`config.mk`:
```
export PLATFORM = sky130hd
export DESIGN_NAME = dr_prech_fault_sequencer
export DESIGN_NICKNAME = d
export VERILOG_FILES = /design/src/rtl/dr_prech_fault_sequencer.sv
export SDC_FILE = /design/constraint.sdc
export NUM_CORES = 1
export LEC_CHECK = 0
export CAP_MARGIN = 40
export CORE_MARGIN = 5
export CORE_UTILIZATION = 40
export CTS_BUF_LIST = sky130_fd_sc_hd__clkbuf_2
export DETAILED_ROUTE_END_ITERATION = 8
export PLACE_DENSITY = 0.69
export SKIP_CTS_REPAIR_TIMING = 1
export SLEW_MARGIN = 0
export SYNTH_ARGS = -nofsm -noshare
export SYNTH_HDL_FRONTEND = slang
export SYNTH_SLANG_ARGS = --single-unit
```
`constraint.sdc`:
```
create_clock -name UserCLK -period 2.8 [get_ports UserCLK]
set_clock_uncertainty 0.2 [all_clocks]
set_input_delay 0.56 -clock UserCLK [delete_from_list [all_inputs] [get_ports UserCLK]]
set_output_delay 0.56 -clock UserCLK [all_outputs]
set_load 0.02 [all_outputs]
```
`src/rtl/dr_prech_fault_sequencer.sv`:
```
// Purpose: precharge/evaluate phase sequencer for one dual-rail IO tile, with fault counting and lockout.
// Latency: all outputs registered; a fault event shows on fault_count/fault_alarm/locked one cycle later.
// Backpressure: none; en is sampled only at IDLE exit and round end. Optional macro DR_FAULT_SYNC_EN adds a 2-flop DR_fault synchroniser.
module dr_prech_fault_sequencer #(
  parameter int PRECH_CYCLES   = 2,
  parameter int EVAL_CYCLES    = 3,
  parameter int SETTLE_CYCLES  = 1,
  parameter int CNT_W          = 8,
  parameter int LOCK_THRESHOLD = 3
) (
  input  logic             UserCLK,
  input  logic             rst,
  input  logic             en,
  input  logic             clr_fault,
  input  logic             F_masked1,
  input  logic             F_masked2,
  input  logic             DR_fault,
  output logic             prech1,
  output logic             prech2,
  output logic [2:0]       phase,
  output logic             round_done,
  output logic             fault_alarm,
  output logic             locked,
  output logic [CNT_W-1:0] fault_count
);

  localparam int MAXC = (PRECH_CYCLES > EVAL_CYCLES) ? PRECH_CYCLES : EVAL_CYCLES;
  localparam int TW   = (MAXC > 1) ? $clog2(MAXC) : 1;

  typedef enum logic [2:0] {
    S_IDLE = 3'd0,
    S_PRE  = 3'd1,
    S_EV1  = 3'd2,
    S_EV2  = 3'd3,
    S_LOCK = 3'd4
  } state_t;

  state_t           state, state_nxt;
  logic [TW-1:0]    timer, timer_nxt;
  logic [CNT_W-1:0] count_nxt, count_inc;
  logic             alarm_nxt;
  logic             dr_det;
  logic             in_window;
  logic             fault_ev;

`ifdef DR_FAULT_SYNC_EN
  logic dr_s1, dr_s2;

  // Two-flop synchroniser: DR_fault comes from outside the UserCLK domain.
  always_ff @(posedge UserCLK or negedge rst) begin
    if (!rst) begin
      dr_s1 <= 1'b0;
      dr_s2 <= 1'b0;
    end else begin
      dr_s1 <= DR_fault;
      dr_s2 <= dr_s1;
    end
  end

  assign dr_det = dr_s2;
`else
  assign dr_det = DR_fault;
`endif

  // Next-state, phase timer and fault bookkeeping.
  always_comb begin
    state_nxt = state;
    timer_nxt = timer;
    count_nxt = fault_count;
    alarm_nxt = fault_alarm;

    // Timer counts remaining cycles; index >= SETTLE_CYCLES once it drops to the window edge.
    in_window = (timer <= TW'(EVAL_CYCLES - 1 - SETTLE_CYCLES));
    count_inc = (fault_count == {CNT_W{1'b1}}) ? fault_count : fault_count + 1'b1;

    fault_ev = 1'b0;
    case (state)
      S_PRE:   fault_ev = dr_det;
      S_EV1:   fault_ev = dr_det | (F_masked1 & in_window);
      S_EV2:   fault_ev = dr_det | ((F_masked1 | F_masked2) & in_window);
      default: fault_ev = 1'b0;
    endcase

    case (state)
      S_IDLE: begin
        if (en) begin
          state_nxt = S_PRE;
          timer_nxt = TW'(PRECH_CYCLES - 1);
        end
      end
      S_PRE: begin
        if (timer == '0) begin
          state_nxt = S_EV1;
          timer_nxt = TW'(EVAL_CYCLES - 1);
        end else begin
          timer_nxt = timer - 1'b1;
        end
      end
      S_EV1: begin
        if (timer == '0) begin
          state_nxt = S_EV2;
          timer_nxt = TW'(EVAL_CYCLES - 1);
        end else begin
          timer_nxt = timer - 1'b1;
        end
      end
      S_EV2: begin
        if (timer == '0) begin
          state_nxt = en ? S_PRE : S_IDLE;
          timer_nxt = TW'(PRECH_CYCLES - 1);
        end else begin
          timer_nxt = timer - 1'b1;
        end
      end
      S_LOCK: begin
        timer_nxt = '0;
        if (clr_fault) state_nxt = S_IDLE;
      end
      default: begin
        state_nxt = S_IDLE;
        timer_nxt = '0;
      end
    endcase

    // Clear dominates a coincident fault event, so it can never trigger LOCK.
    if (clr_fault) begin
      count_nxt = '0;
      alarm_nxt = 1'b0;
    end else if (fault_ev) begin
      count_nxt = count_inc;
      alarm_nxt = 1'b1;
      if (count_inc >= CNT_W'(LOCK_THRESHOLD)) begin
        state_nxt = S_LOCK;
        timer_nxt = '0;
      end
    end
  end

  // State, timer and registered outputs decoded from the next state.
  always_ff @(posedge UserCLK or negedge rst) begin
    if (!rst) begin
      state       <= S_IDLE;
      timer       <= '0;
      prech1      <= 1'b0;
      prech2      <= 1'b0;
      phase       <= 3'd0;
      round_done  <= 1'b0;
      locked      <= 1'b0;
      fault_alarm <= 1'b0;
      fault_count <= '0;
    end else begin
      state       <= state_nxt;
      timer       <= timer_nxt;
      prech1      <= (state_nxt == S_EV1) || (state_nxt == S_EV2);
      prech2      <= (state_nxt == S_EV2);
      phase       <= state_nxt;
      round_done  <= (state_nxt == S_EV2) && (timer_nxt == '0);
      locked      <= (state_nxt == S_LOCK);
      fault_alarm <= alarm_nxt;
      fault_count <= count_nxt;
    end
  end

endmodule

```
==> flow_results.org <==
** Cells and area
- Final core utilization :: 50.7%
- Leaving out fill and tap cells, the most frequent cell in the layout is clkdlybuf4s50_1.
- The repair_antennas step left the layout with diodes totalling 0.
- Relative to the synthesized area, the layout overhead comes to 21.0%.
- Counting the fill cells in the layout gives 280.
- At the end of the flow, the number of nets in the layout was 155.
- Fraction of layout cells with a size suffix above 1 :: 9.15%
- Most used cells in the layout excluding fill and tap cells :: clkdlybuf4s50_1 (22), dfrtp_1 (18), nor2_1 (12)

** Clocking
- After clock tree synthesis, the clock-pin slew on the worst setup and hold paths is 0.17 ns.
- TritonCTS built the clock tree.
- Clock latency of the later-clocked register in the worst-skew pair :: 0.30 ns
- The clock net in this run drives a total of 18 sinks.
- Deepest level of the CTS H-tree :: 1
- In this run the deepest clock path goes through 2 buffers.
- Clk root buf :: clkbuf_2
- Number of clock buffers inserted by TritonCTS :: 3

** Logic synthesis
- Fraction of registers with async set or reset after synthesis :: 100%
- Synth Flop Type :: dfrtp_1
- Post-synth EDFFs :: 0
- Number of nets in the synthesized netlist :: 134
- Each instance of the synthesized netlist takes up on average 9.56 µm².
- Yosys mapped the design onto 40 distinct sky130hd cell types.
- Number of register bits inferred by synthesis :: 18
- Sequential fraction of the synthesis area :: 38.6%
- The mapped netlist covers 1170 µm².
- Syn Inst Count :: 122
- Total of warnings raised by yosys :: 0

** Route
- Number of DRC violations after detailed routing :: 0
- For this block, the initial DRC count from the detailed router was 41.
- For this block, the via count after detailed routing is 993.
- Length of the first detailed-routing pass in iterations :: 4
- The count of nets left with antenna violations once routing finished came out at 0.
- Final wirelength :: 2550 µm
- Via density per instance :: 5.74
- Dividing the detail-routed wire length by the instance count gives 14.7 µm.

** Worst hold path
- The worst hold path belongs to the class flip-flop to flip-flop.
- The worst hold path was traced through 2 stages.
- For hold timing, the worst endpoint is fault_alarm.
- Launch point of the worst hold path :: fault_alarm

** Setup path
- STA puts the critical path data required time at 2.04 ns.
- For this run, the slowest stage of the critical path takes 0.68 ns.
- The worst setup path is captured at an output pin.
- FF-to-FF End :: locked
- Measured in cells, the most critical reg-to-reg path has a length of 5.
- On the critical path the largest part of the delay comes from buffers and inverters.
- Traced cell by cell, the critical path runs through clkdlybuf4s50_1.
- Critical path data arrival time :: 1.59 ns
- Counting both buffers and inverters, the worst setup path holds a total of 1.
- In this run the worst path has a maximum fanout of 11.
- STA classifies the critical path startpoint as a flip-flop.
- The critical path is of the flip-flop to output pin type.
- Slack of the worst reg-to-reg path :: 0.68 ns
- On the critical path, the stage with the largest delay is an instance of clkdlybuf4s50_1.
- Source of the worst register-to-register timing path :: fault_count[0]

** GRT
- Antenna violations before repair :: 0
- Pin count of the biggest net entering global routing :: 19
- After global routing the overflow that remains totals 0.
- The first global-routing pass estimated 4280 µm of wire.
- Across every metal layer, demand over resource in global routing totals 12.9%.
- The via count of the first global-routing pass was 950.

** Placed design
- HPWL Detailed :: 1890 µm
- Before CTS, the worst setup slack after placement is 0.482 ns.
- Port Buf Inserts :: 22
- Routability-driven placement finished with a final weighted congestion of 0.881.

** Die
- The die is 64.0 µm tall.
- Initial cell density of the core :: 41.9%
- The die covers 4100 µm².
- In this run the horizontal extent of the chip is 64.0 µm.
- Std-Cell Core Area :: 2780 µm²
- Number of primary I/O pins :: 23
- Row count :: 19

** STA
- Dividing the final minimum period by the clock period gives 83.9%.
- Unrepaired setup endpoints after global routing :: no
- Timing would allow up to 426 MHz.
- Counting I/O delays and the setup requirement, the final critical path takes 2.35 ns.
- Tightest hold margin :: 0.330 ns
- The number of pins with negative max-slew slack in the final report came to 0.
- Final TNS setup :: 0 ns
- In this run the tightest slew margin relative to its limit is 71.6%.
- At the pin with the least slew margin, the transition time is 0.425 ns.
- Final Hold Violating Endpoints :: 0
- Setup violations remaining at the end of the flow were counted as 0.
- Setup WS post-layout :: 0.451 ns

** Flow run
- The tool flagged a number of max-cap violations equal to 0.

** Pwr
- The analysis attributes to cell leakage a power of 0.587 nW.
- Total power of the final layout :: 1.28 mW
- Areal power density over the cells :: 909 nW/µm²
- Worst voltage drop across the vdd grid :: 0.491 mV

** Run status
- The run finished with clean final reports.
==> per-layer routing <==
metal | share of wire [%] | vias up | global-route usage [%]
li1 | - | 481 | -
met2 | 51 | 20 | 22.7
met4 | 1.0 | 0 | 5.45
met1 | 44 | 488 | 15.2
met5 | 0 | - | 0
met3 | 4.2 | 4 | 2.10
==> cells in the mapped netlist, types with 2 or more instances <==
master,count,area (µm²)
dfrtp_1,18,450
nor2_1,12,45.0
a21oi_1,8,40.0
nand2_1,7,26.3
o21ai_0,6,30.0
a211oi_1,5,37.5
buf_2,5,25.0
ha_1,5,62.6
inv_1,5,18.8
nand2b_1,4,25.0
nand3_1,4,20.0
xnor2_1,4,35.0
nor2b_1,3,18.8
a32o_1,2,20.0
and3_1,2,12.5
mux2i_1,2,20.0
nand4_1,2,12.5
nor3_1,2,10.0
nor3_2,2,20.0
nor4b_1,2,17.5
o211ai_1,2,15.0
xor2_1,2,17.5
==> report_power, final <==
part | leakage (nW) | switching (mW) | internal, mW
clock | 0.0140 | 0.0807 | 0.0311
combinational | 0.335 | 0.391 | 0.338
sequential | 0.238 | 0.108 | 0.335
==> through the flow <==
stage | area (µm²) | instances
after floorplan | 1170 | 122
after global placement | 1390 | 169
after detailed placement | 1390 | 169
after CTS | 1410 | 173
after global routing | 1410 | 173
final | 1410 | 173
==> cell type report <==
type                    count  area, µm²  share of cell area [%]
clock buffers               3       15.0                    1.06
flip-flops and latches     18        450                    31.9
multi-input cells          91        649                    46.0
repair buffers             24        235                    16.7
well taps                  31       38.8                    2.75
clock inverters             1       3.75                   0.266
inverters                   5       18.8                    1.33
==> kinds of logic after synthesis <==
| kind of cell | Yosys count | synth area share, % |
|---|---|---|
| AND/OR/NAND/NOR | 45 | 22.2 |
| AO/OA/AOI/OAI | 33 | 21.9 |
| flip-flops | 18 | 38.6 |
| buffers and inverters | 13 | 5.69 |
| XOR/XNOR | 6 | 4.51 |
| adder cells (fa/ha/maj) | 5 | 5.36 |
| multiplexers | 2 | 1.72 |
==> state kept, by name, summed over array words and instances, names as in the netlist <==
signal and cells:
prech2 1, timer 2, round_done 1, locked 1, state 3, fault_alarm 1
prech1 1, fault_count 8
==> how the worst max path moves through the flow <==
stage                   startpoint         end  slack, ns  depth (start not counted)
global route              state[1]    phase[1]       0.34                          1
finish                    state[1]    phase[1]       0.45                          1
detailed placement       F_masked2    state[1]       0.48                          5
floorplan           fault_count[0]      locked       0.81                          5
global placement         F_masked2  round_done       0.50                          5
CTS                       state[1]    phase[1]       0.42                          1
(Power assumes the default switching activity.)
